[config.mk]
export PLATFORM = sky130hd
export DESIGN_NAME = rat_control_unit
export DESIGN_NICKNAME = d
export VERILOG_FILES = /design/src/rtl/rat_control_unit.sv
export SDC_FILE = /design/constraint.sdc
export NUM_CORES = 1
export LEC_CHECK = 0
export ABC_AREA = 1
export CORE_MARGIN = 2
export CORE_UTILIZATION = 40
export DETAILED_ROUTE_END_ITERATION = 8
export GPL_TIMING_DRIVEN = 0
export HOLD_SLACK_MARGIN = 0.05
export PLACE_DENSITY = 0.88
export SLEW_MARGIN = 25
export SYNTH_ARGS = -nofsm -noshare
export SYNTH_HDL_FRONTEND = slang
export SYNTH_SLANG_ARGS = --single-unit
export TNS_END_PERCENT = 10
[constraint.sdc]
create_clock -name CLK -period 3.1 [get_ports CLK]
set_clock_uncertainty 0.2 [all_clocks]
set_input_delay 0.465 -clock CLK [delete_from_list [all_inputs] [get_ports CLK]]
set_output_delay 0.465 -clock CLK [all_outputs]
set_load 0.1 [all_outputs]
[src/rtl/rat_control_unit.sv]
// RAT fetch/execute control FSM: two-cycle FETCH/EXEC rhythm driving PC, register file, ALU, flags, stack and I/O strobes.
// Optional interrupt support (SEI/CLI/RETIE, ST_INTR vectoring to 0x3FF) is enabled by defining RAT_INTR_EN.
module rat_control_unit #(
   parameter int INIT_CYCLES = 1
) (
   input  logic       CLK,
   input  logic       RST,
   input  logic [5:0] IR_OP,
   input  logic       C_FLAG,
   input  logic       Z_FLAG,
   input  logic       INTR,
   output logic       RST_OUT,
   output logic       PC_LD,
   output logic       PC_INC,
   output logic [1:0] PC_MUX_SEL,
   output logic       RF_WR,
   output logic [3:0] ALU_SEL,
   output logic       ALU_OPY_SEL,
   output logic       FLG_C_LD,
   output logic       FLG_Z_LD,
   output logic       SP_INCR,
   output logic       SP_DECR,
   output logic       SCR_WE,
   output logic       IO_STRB
);

   typedef enum logic [2:0] {
      ST_INIT  = 3'd0,
      ST_FETCH = 3'd1,
      ST_EXEC  = 3'd2,
      ST_INTR  = 3'd3
   } state_t;

   localparam logic [4:0] OP_ADD  = 5'b00000;
   localparam logic [4:0] OP_SUB  = 5'b00001;
   localparam logic [4:0] OP_AND  = 5'b00010;
   localparam logic [4:0] OP_OR   = 5'b00011;
   localparam logic [4:0] OP_MOV  = 5'b00100;
   localparam logic [4:0] OP_OUT  = 5'b00101;
   localparam logic [4:0] OP_BRN  = 5'b01000;
   localparam logic [4:0] OP_BREQ = 5'b01001;
   localparam logic [4:0] OP_BRNE = 5'b01010;
   localparam logic [4:0] OP_BRCS = 5'b01011;
   localparam logic [4:0] OP_CALL = 5'b01100;
   localparam logic [4:0] OP_RET  = 5'b01101;
`ifdef RAT_INTR_EN
   localparam logic [4:0] OP_SEI  = 5'b01110;
   localparam logic [4:0] OP_CLI  = 5'b01111;
`endif

   localparam logic [3:0] INIT_LAST = 4'(INIT_CYCLES - 1);

   state_t     state;
   logic [3:0] init_cnt;
   logic [4:0] opcode;

   assign opcode = IR_OP[5:1];

`ifdef RAT_INTR_EN
   logic ie;
`else
   logic unused_intr;
   assign unused_intr = INTR;
`endif

   always_ff @(posedge CLK or negedge RST) begin
      if (!RST) begin
         state    <= ST_INIT;
         init_cnt <= '0;
`ifdef RAT_INTR_EN
         ie       <= 1'b0;
`endif
      end else begin
         case (state)
            ST_INIT: begin
               if (init_cnt == INIT_LAST) begin
                  init_cnt <= '0;
                  state    <= ST_FETCH;
               end else begin
                  init_cnt <= init_cnt + 4'd1;
               end
            end
            ST_FETCH: state <= ST_EXEC;
            ST_EXEC: begin
`ifdef RAT_INTR_EN
               // The interrupt decision uses IE as it stood during this EXEC.
               if (opcode == OP_SEI || (opcode == OP_RET && IR_OP[0]))
                  ie <= 1'b1;
               else if (opcode == OP_CLI)
                  ie <= 1'b0;
               state <= (INTR && ie) ? ST_INTR : ST_FETCH;
`else
               state <= ST_FETCH;
`endif
            end
`ifdef RAT_INTR_EN
            ST_INTR: begin
               ie    <= 1'b0;
               state <= ST_FETCH;
            end
`endif
            default: begin
               init_cnt <= '0;
               state    <= ST_INIT;
            end
         endcase
      end
   end

   // Strobes decode from the registered state so an async reset kills them at once.
   always_comb begin
      RST_OUT     = 1'b0;
      PC_LD       = 1'b0;
      PC_INC      = 1'b0;
      PC_MUX_SEL  = 2'd0;
      RF_WR       = 1'b0;
      ALU_SEL     = 4'b0000;
      ALU_OPY_SEL = 1'b0;
      FLG_C_LD    = 1'b0;
      FLG_Z_LD    = 1'b0;
      SP_INCR     = 1'b0;
      SP_DECR     = 1'b0;
      SCR_WE      = 1'b0;
      IO_STRB     = 1'b0;
      case (state)
         ST_INIT:  RST_OUT = 1'b1;
         ST_FETCH: PC_INC  = 1'b1;
         ST_EXEC: begin
            case (opcode)
               OP_ADD: begin
                  RF_WR = 1'b1; ALU_SEL = 4'b0000; FLG_C_LD = 1'b1; FLG_Z_LD = 1'b1;
                  ALU_OPY_SEL = IR_OP[0];
               end
               OP_SUB: begin
                  RF_WR = 1'b1; ALU_SEL = 4'b0010; FLG_C_LD = 1'b1; FLG_Z_LD = 1'b1;
                  ALU_OPY_SEL = IR_OP[0];
               end
               OP_AND: begin
                  RF_WR = 1'b1; ALU_SEL = 4'b0101; FLG_Z_LD = 1'b1;
                  ALU_OPY_SEL = IR_OP[0];
               end
               OP_OR: begin
                  RF_WR = 1'b1; ALU_SEL = 4'b0110; FLG_Z_LD = 1'b1;
                  ALU_OPY_SEL = IR_OP[0];
               end
               OP_MOV: begin
                  RF_WR = 1'b1; ALU_SEL = 4'b1110;
                  ALU_OPY_SEL = IR_OP[0];
               end
               OP_OUT:  IO_STRB = 1'b1;
               OP_BRN:  PC_LD = 1'b1;
               OP_BREQ: PC_LD = Z_FLAG;
               OP_BRNE: PC_LD = !Z_FLAG;
               OP_BRCS: PC_LD = C_FLAG;
               OP_CALL: begin
                  PC_LD = 1'b1; SCR_WE = 1'b1; SP_DECR = 1'b1;
               end
               OP_RET: begin
                  PC_LD = 1'b1; PC_MUX_SEL = 2'd1; SP_INCR = 1'b1;
               end
               default: ;
            endcase
         end
`ifdef RAT_INTR_EN
         ST_INTR: begin
            PC_LD      = 1'b1;
            PC_MUX_SEL = 2'd2;
            SCR_WE     = 1'b1;
            SP_DECR    = 1'b1;
         end
`endif
         default: ;
      endcase
   end

endmodule

Word-level counts from Yosys, hierarchy flattened
Index checks and enable logic that the tools add are counted.
Word-level totals
  bits of input ports: 11
  logic and storage cells: 52
  flip-flop bits (word level): 7
  output and inout bits: 17
Operators by class
  reduce and logical (&&, ||, !) cells: 9
  add/sub/neg operators: 1
  eq/ne operators: 14
  mux-type cells: 26
Operators with widths (count)
  5-bit by 4-bit == test with 1-bit output, second input constant: 6
  1-bit two-way mux: 19
  4-bit case mux with 4 select lines: 1
  5-bit by 2-bit == test with 1-bit output, second input constant: 2
  5-bit by 3-bit == test with 1-bit output, second input constant: 2
  3-bit case mux with 3 select lines: 1
  4-bit two-way mux: 2
  4-bit case mux with 2 select lines: 1
  5-bit by 1-bit == test with 1-bit output, second input constant: 1
  5-bit logical NOT: 1
  5-bit OR reduction: 1
  4-bit by 1-bit adder with 4-bit output, second input constant: 1
  4-bit logical NOT: 1
  1-bit case mux with 4 select lines: 1
  2-bit OR reduction: 2
  4-bit OR reduction: 1
  3-bit by 1-bit == test with 1-bit output, second input constant: 1
  3-bit by 2-bit == test with 1-bit output, second input constant: 1
  3-bit logical NOT: 1
  3-bit two-way mux: 1
  3-bit OR reduction: 1
  2-bit != test, second input constant: 1
  1-bit logical NOT: 1

Longest topological paths before layout
Gate-level depths: netlist (run 1).
  depth in word-level cells: 4
  mapped depth: 7
  depth with buffers taken out: 7

Worst setup path before layout (run 1)
No wires, ideal clock.
  path type: flip-flop to output port
  start point: register state[0]
  end point: output port IO_STRB
  slack: -1.207 ns
  arrival time: 3.642 ns
  path buffers: 0
  stages on the path, launching flop included: 5
  required time: 2.435 ns
  cell sequence: dfrtp_1 > inv_1 > ha_1 > nand3_2 > nor4_1
On the way
  longest elaborated chain between the ends: 2
Ends and longest elaborated chain
  from (decl): line 53  | state_t state;
  from (signal assigned): line 68  | state <= ST_INIT;
  from (signal assigned): line 78  | state <= ST_FETCH;
  from (signal assigned): line 83  | ST_FETCH: state <= ST_EXEC;
  3-bit by 2-bit == test with 1-bit output: line 125  | case (state)
  1-bit two-way mux: line 125
  to (decl): line 24  | output logic IO_STRB
No other way between the ends.

Final worst setup path (run 1)
  start point: input port IR_OP[3]
  end point: output port ALU_SEL[0]
On the way
  longest elaborated chain between the ends: 3
  elaborated cells between the ends (all ways): 6
  classes of those cells: eq/ne (4); mux (2)
Ends and longest elaborated chain
  from (decl): line 8  | input logic [5:0] IR_OP,
  5-bit by 3-bit == test with 1-bit output, or another cell as far along: line 129  | case (opcode)
  4-bit case mux with 4 select lines *: line 129
  4-bit two-way mux *: line 125
  to (decl): line 17  | output logic [3:0] ALU_SEL,
Every way passes the cells marked *; elsewhere a longest branch is shown, timed or not.

==> results.py, run 1 <==
metrics = {
    "outcome": {
        "run_status": "complete, no violations",
    },
    "die": {
        "dieArea_um2": 1690,
        "floorplan.core_area_um2": 1300,
        "initial_core_util_pct": 42.3,
        "rows": 13,
        "design.portCount": 28,
        "die_w_um": 41.1,
        "die_h_um": 41.1,
    },
    "timing": {
        "clock.fmax_mhz": 336,
        "max_slew_margin_pct": 35.6,
        "timing.final.setup_violations": 0,
        "holdWs_ps": 259,
        "slew_viol_final": 0,
        "final_hold_viol_count": 0,
        "finalCritPeriodShare_pct": 96.0,
        "worst-slew-pin-transition_ps": 963,
        "finalWorstSetupSlack_ps": 125,
        "min_period_ps": 2980,
        "grt_setup_unrepaired": "yes",
    },
    "cts": {
        "cts.repair_timing.setup_buffer_count": 0,
        "tritoncts_num_sinks": 6,
        "clk_pin_slew_worst_paths_ps": 40,
        "numCtsBuffers": 3,
        "htree_levels": 1,
        "cts_tree": "yes",
        "clock_latency_on_the_worst_skew_pair_ps": 240,
        "cts_max_path_buffers": 2,
        "cts_root_buf": "sky130_fd_sc_hd__clkbuf_4",
    },
    "critical_path": {
        "capturing_point_of_the_worst_reg2reg_path": "init_cnt[3]",
        "crit-reg2reg-launch": "state[0]",
        "worstPathArrival_ps": 2310,
        "cp_cell_sequence": "clkdlybuf4s50_1 > nor2_1 > nand3_1 > nor3_1 > clkdlybuf4s15_1",
        "critical_path_fanouts_max": 4,
        "worst_setup_path_start_kind": "primary input",
        "cp_top_delay_family": "buffers and inverters",
        "path_depth": 5,
        "reg2reg_setup_slack_ps": 1590,
        "critPathCaptureType": "output port",
        "critPathSlowestCell": "sky130_fd_sc_hd__clkdlybuf4s15_1",
        "crit_path_max_incr_delay_ps": 840,
        "worstSetupPathType": "in -> out",
        "rr_worst_depth": 7,
        "data_required_critical_path_ps": 2430,
        "crit_buf_inv": 2,
    },
    "drt": {
        "route.final.wire_length_um": 1230,
        "drt_pre_antenna_iters": 3,
        "drt-wirelength-per-cell_um": 9.84,
        "drt_iter0_markers": 6,
        "drc": 0,
        "via_per_inst": 4.66,
        "dr_total_vias": 583,
        "final_antenna_net_count": 0,
    },
    "grt": {
        "track_usage_pct": 16.1,
        "grt_max_degree": 7,
        "first_pass_grt_wire_length_um": 1740,
        "grt_pass1_vias": 444,
        "gr_overflow_total": 0,
        "antenna_violations_before_repair": 0,
    },
    "power": {
        "seq_power_share_pct": 45.3,
        "post-layout-total-power_w": 0.000174,
        "power_density_nw_per_um2": 211,
        "switching_share_pct": 22.3,
        "vdd.ir_drop.worst_mv": 0.180,
        "total_leakage_power_nw": 0.472,
        "p_switching_w": 0.0000388,
        "clock_power_share_pct": 38.4,
        "internal_power_w": 0.000135,
        "combPwrFrac_pct": 16.4,
    },
    "logic_synthesis": {
        "yosys_warnings": 0,
        "netlist_area_um2": 551,
        "mappedNetlistNets": 99,
        "synth_seq_cells": 6,
        "synthesis.instances": 82,
        "synth.lib_cells_used.distinct": 17,
        "avg_synthesized_cell_area_um2": 6.71,
        "synth_sequential_area_ratio_pct": 27.3,
    },
    "placed_design": {
        "placement.io_buffers": 25,
        "dpl_cell_area_um2": 826,
        "dpl_worst_slack_ps": -236,
        "finalWeightedCongestion": 0.716,
        "hpwl_um": 1030,
    },
    "finish": {
        "n_antenna_cell": 0,
        "final_cell_mix": "16 x sky130_fd_sc_hd__inv_1, 16 x sky130_fd_sc_hd__nand2_1, 11 x sky130_fd_sc_hd__clkdlybuf4s50_1",
        "area_growth_pct": 49.5,
        "share_of_final_layout_standard_cells_stronger_than_drive_strength_1_pct": 16.4,
        "finish.instance_area_um2": 823,
        "final_nets": 129,
    },
    "run": {
        "cap_violations": 0,
    },
    "worst_hold_path": {
        "min_delay_path_class": "in -> async",
    },
}
sequential cells by signal, indices dropped and copies added, names as in the netlist:
name,flops
init_cnt,4
state,2
per-layer routing:
metal | GRT usage, % | wire, um | vias up | share of wire (%)
met5 | 0 | 0 | - | 0
met4 | 9.68 | 0 | 0 | 0
met3 | 4.35 | 136 | 0 | 11
met2 | 27.0 | 572 | 25 | 47
met1 | 17.9 | 521 | 255 | 42
li1 | - | - | 303 | -
power groups by stage:
stage          clock network (W)   logic, W  registers (W)
2_1_floorplan                  0  0.0000123      0.0000798
3_3_place_gp                   0  0.0000279      0.0000797
3_5_place_dp                   0  0.0000282      0.0000797
4_1_cts                0.0000715  0.0000284      0.0000787
5_1_grt                0.0000713  0.0000312      0.0000786
6_report               0.0000667  0.0000285      0.0000787
timing repair:
action,4_1_cts,5_1_grt
cloned,0,0
hold buffers,0,0
resized for setup,14,8
pin swaps,0,0
setup endpoints to repair,14,4
cells by family after synthesis:
family	after synthesis	synth area share, %
XOR/XNOR	1	1.59
AO/OA/AOI/OAI	7	6.36
flip-flops	6	27.3
AND/OR/NAND/NOR	41	34.8
other	1	0.681
adder cells (fa/ha/maj)	6	13.6
buffers and inverters	20	15.7
through the flow:
step	instances	util [%]	TNS, ps
final	125	63.3	0
after global routing	125	63.3	-28.8
after CTS	125	63.7	0
after detailed placement	122	63.5	-1850
after global placement	122	63.5	-1700
after floorplan	82	-	-2120
cells in the mapped netlist:
cell type                 count  area [um2]
sky130_fd_sc_hd__inv_1       16        60.1
sky130_fd_sc_hd__nand2_1     16        60.1
sky130_fd_sc_hd__nor2_1       9        33.8
sky130_fd_sc_hd__nand3_1      8        40.0
sky130_fd_sc_hd__dfrtp_1      6         150
sky130_fd_sc_hd__ha_1         6        75.1
sky130_fd_sc_hd__o21ai_0      6        30.0
sky130_fd_sc_hd__nor2_2       4        25.0
sky130_fd_sc_hd__buf_4        3        22.5
sky130_fd_sc_hd__a21oi_1      1        5.00
sky130_fd_sc_hd__conb_1       1        3.75
sky130_fd_sc_hd__inv_2        1        3.75
sky130_fd_sc_hd__nand3_2      1        10.0
sky130_fd_sc_hd__nor2_4       1        11.3
sky130_fd_sc_hd__nor3_1       1        5.00
sky130_fd_sc_hd__nor4_1       1        6.26
sky130_fd_sc_hd__xor2_1       1        8.76
final cells by class:
cell class | instances | area (um2)
Fill cell | 124 | 478
Sequential cell | 6 | 150
Clock buffer | 3 | 22.5
Buffer | 3 | 22.5
Tap cell | 15 | 18.8
Inverter | 17 | 63.8
Multi-Input combinational cell | 56 | 320
Timing Repair Buffer | 25 | 225
worst max-delay path by stage:
stage                   from             to  slack (ps)
finish              IR_OP[3]     ALU_SEL[0]         120
global route        IR_OP[3]     ALU_SEL[0]         -30
detailed placement  IR_OP[3]     ALU_SEL[2]        -240
CTS                 IR_OP[3]     ALU_SEL[2]          60
global placement    IR_OP[2]  PC_MUX_SEL[0]        -210
floorplan           state[0]     ALU_SEL[1]        -520
worst reg2reg max path: cells and delay by family, from the launching register on:
kind          cells  cell delay, ps
flops             1             360
buf+inv           1              80
simple gates      5             460
fa+ha+maj         1             340
Note: power is estimated with default switching activity, not from simulation.
==> run 2, diff against run 1 <==
--- a/config.mk
+++ b/config.mk
@@ -11,6 +11,7 @@
 export DETAILED_ROUTE_END_ITERATION = 8
 export GPL_TIMING_DRIVEN = 0
 export HOLD_SLACK_MARGIN = 0.05
+export MAX_ROUTING_LAYER = met4
 export PLACE_DENSITY = 0.88
 export SLEW_MARGIN = 25
 export SYNTH_ARGS = -nofsm -noshare
==> results of run 2 <==
Same layout as run 1: the final DEF is identical, and so are final timing and power.
Among the figures that moved: final weighted congestion in routability-driven placement 0.716 -> 0.724; overall routing resource usage 16.1% -> 16.5%
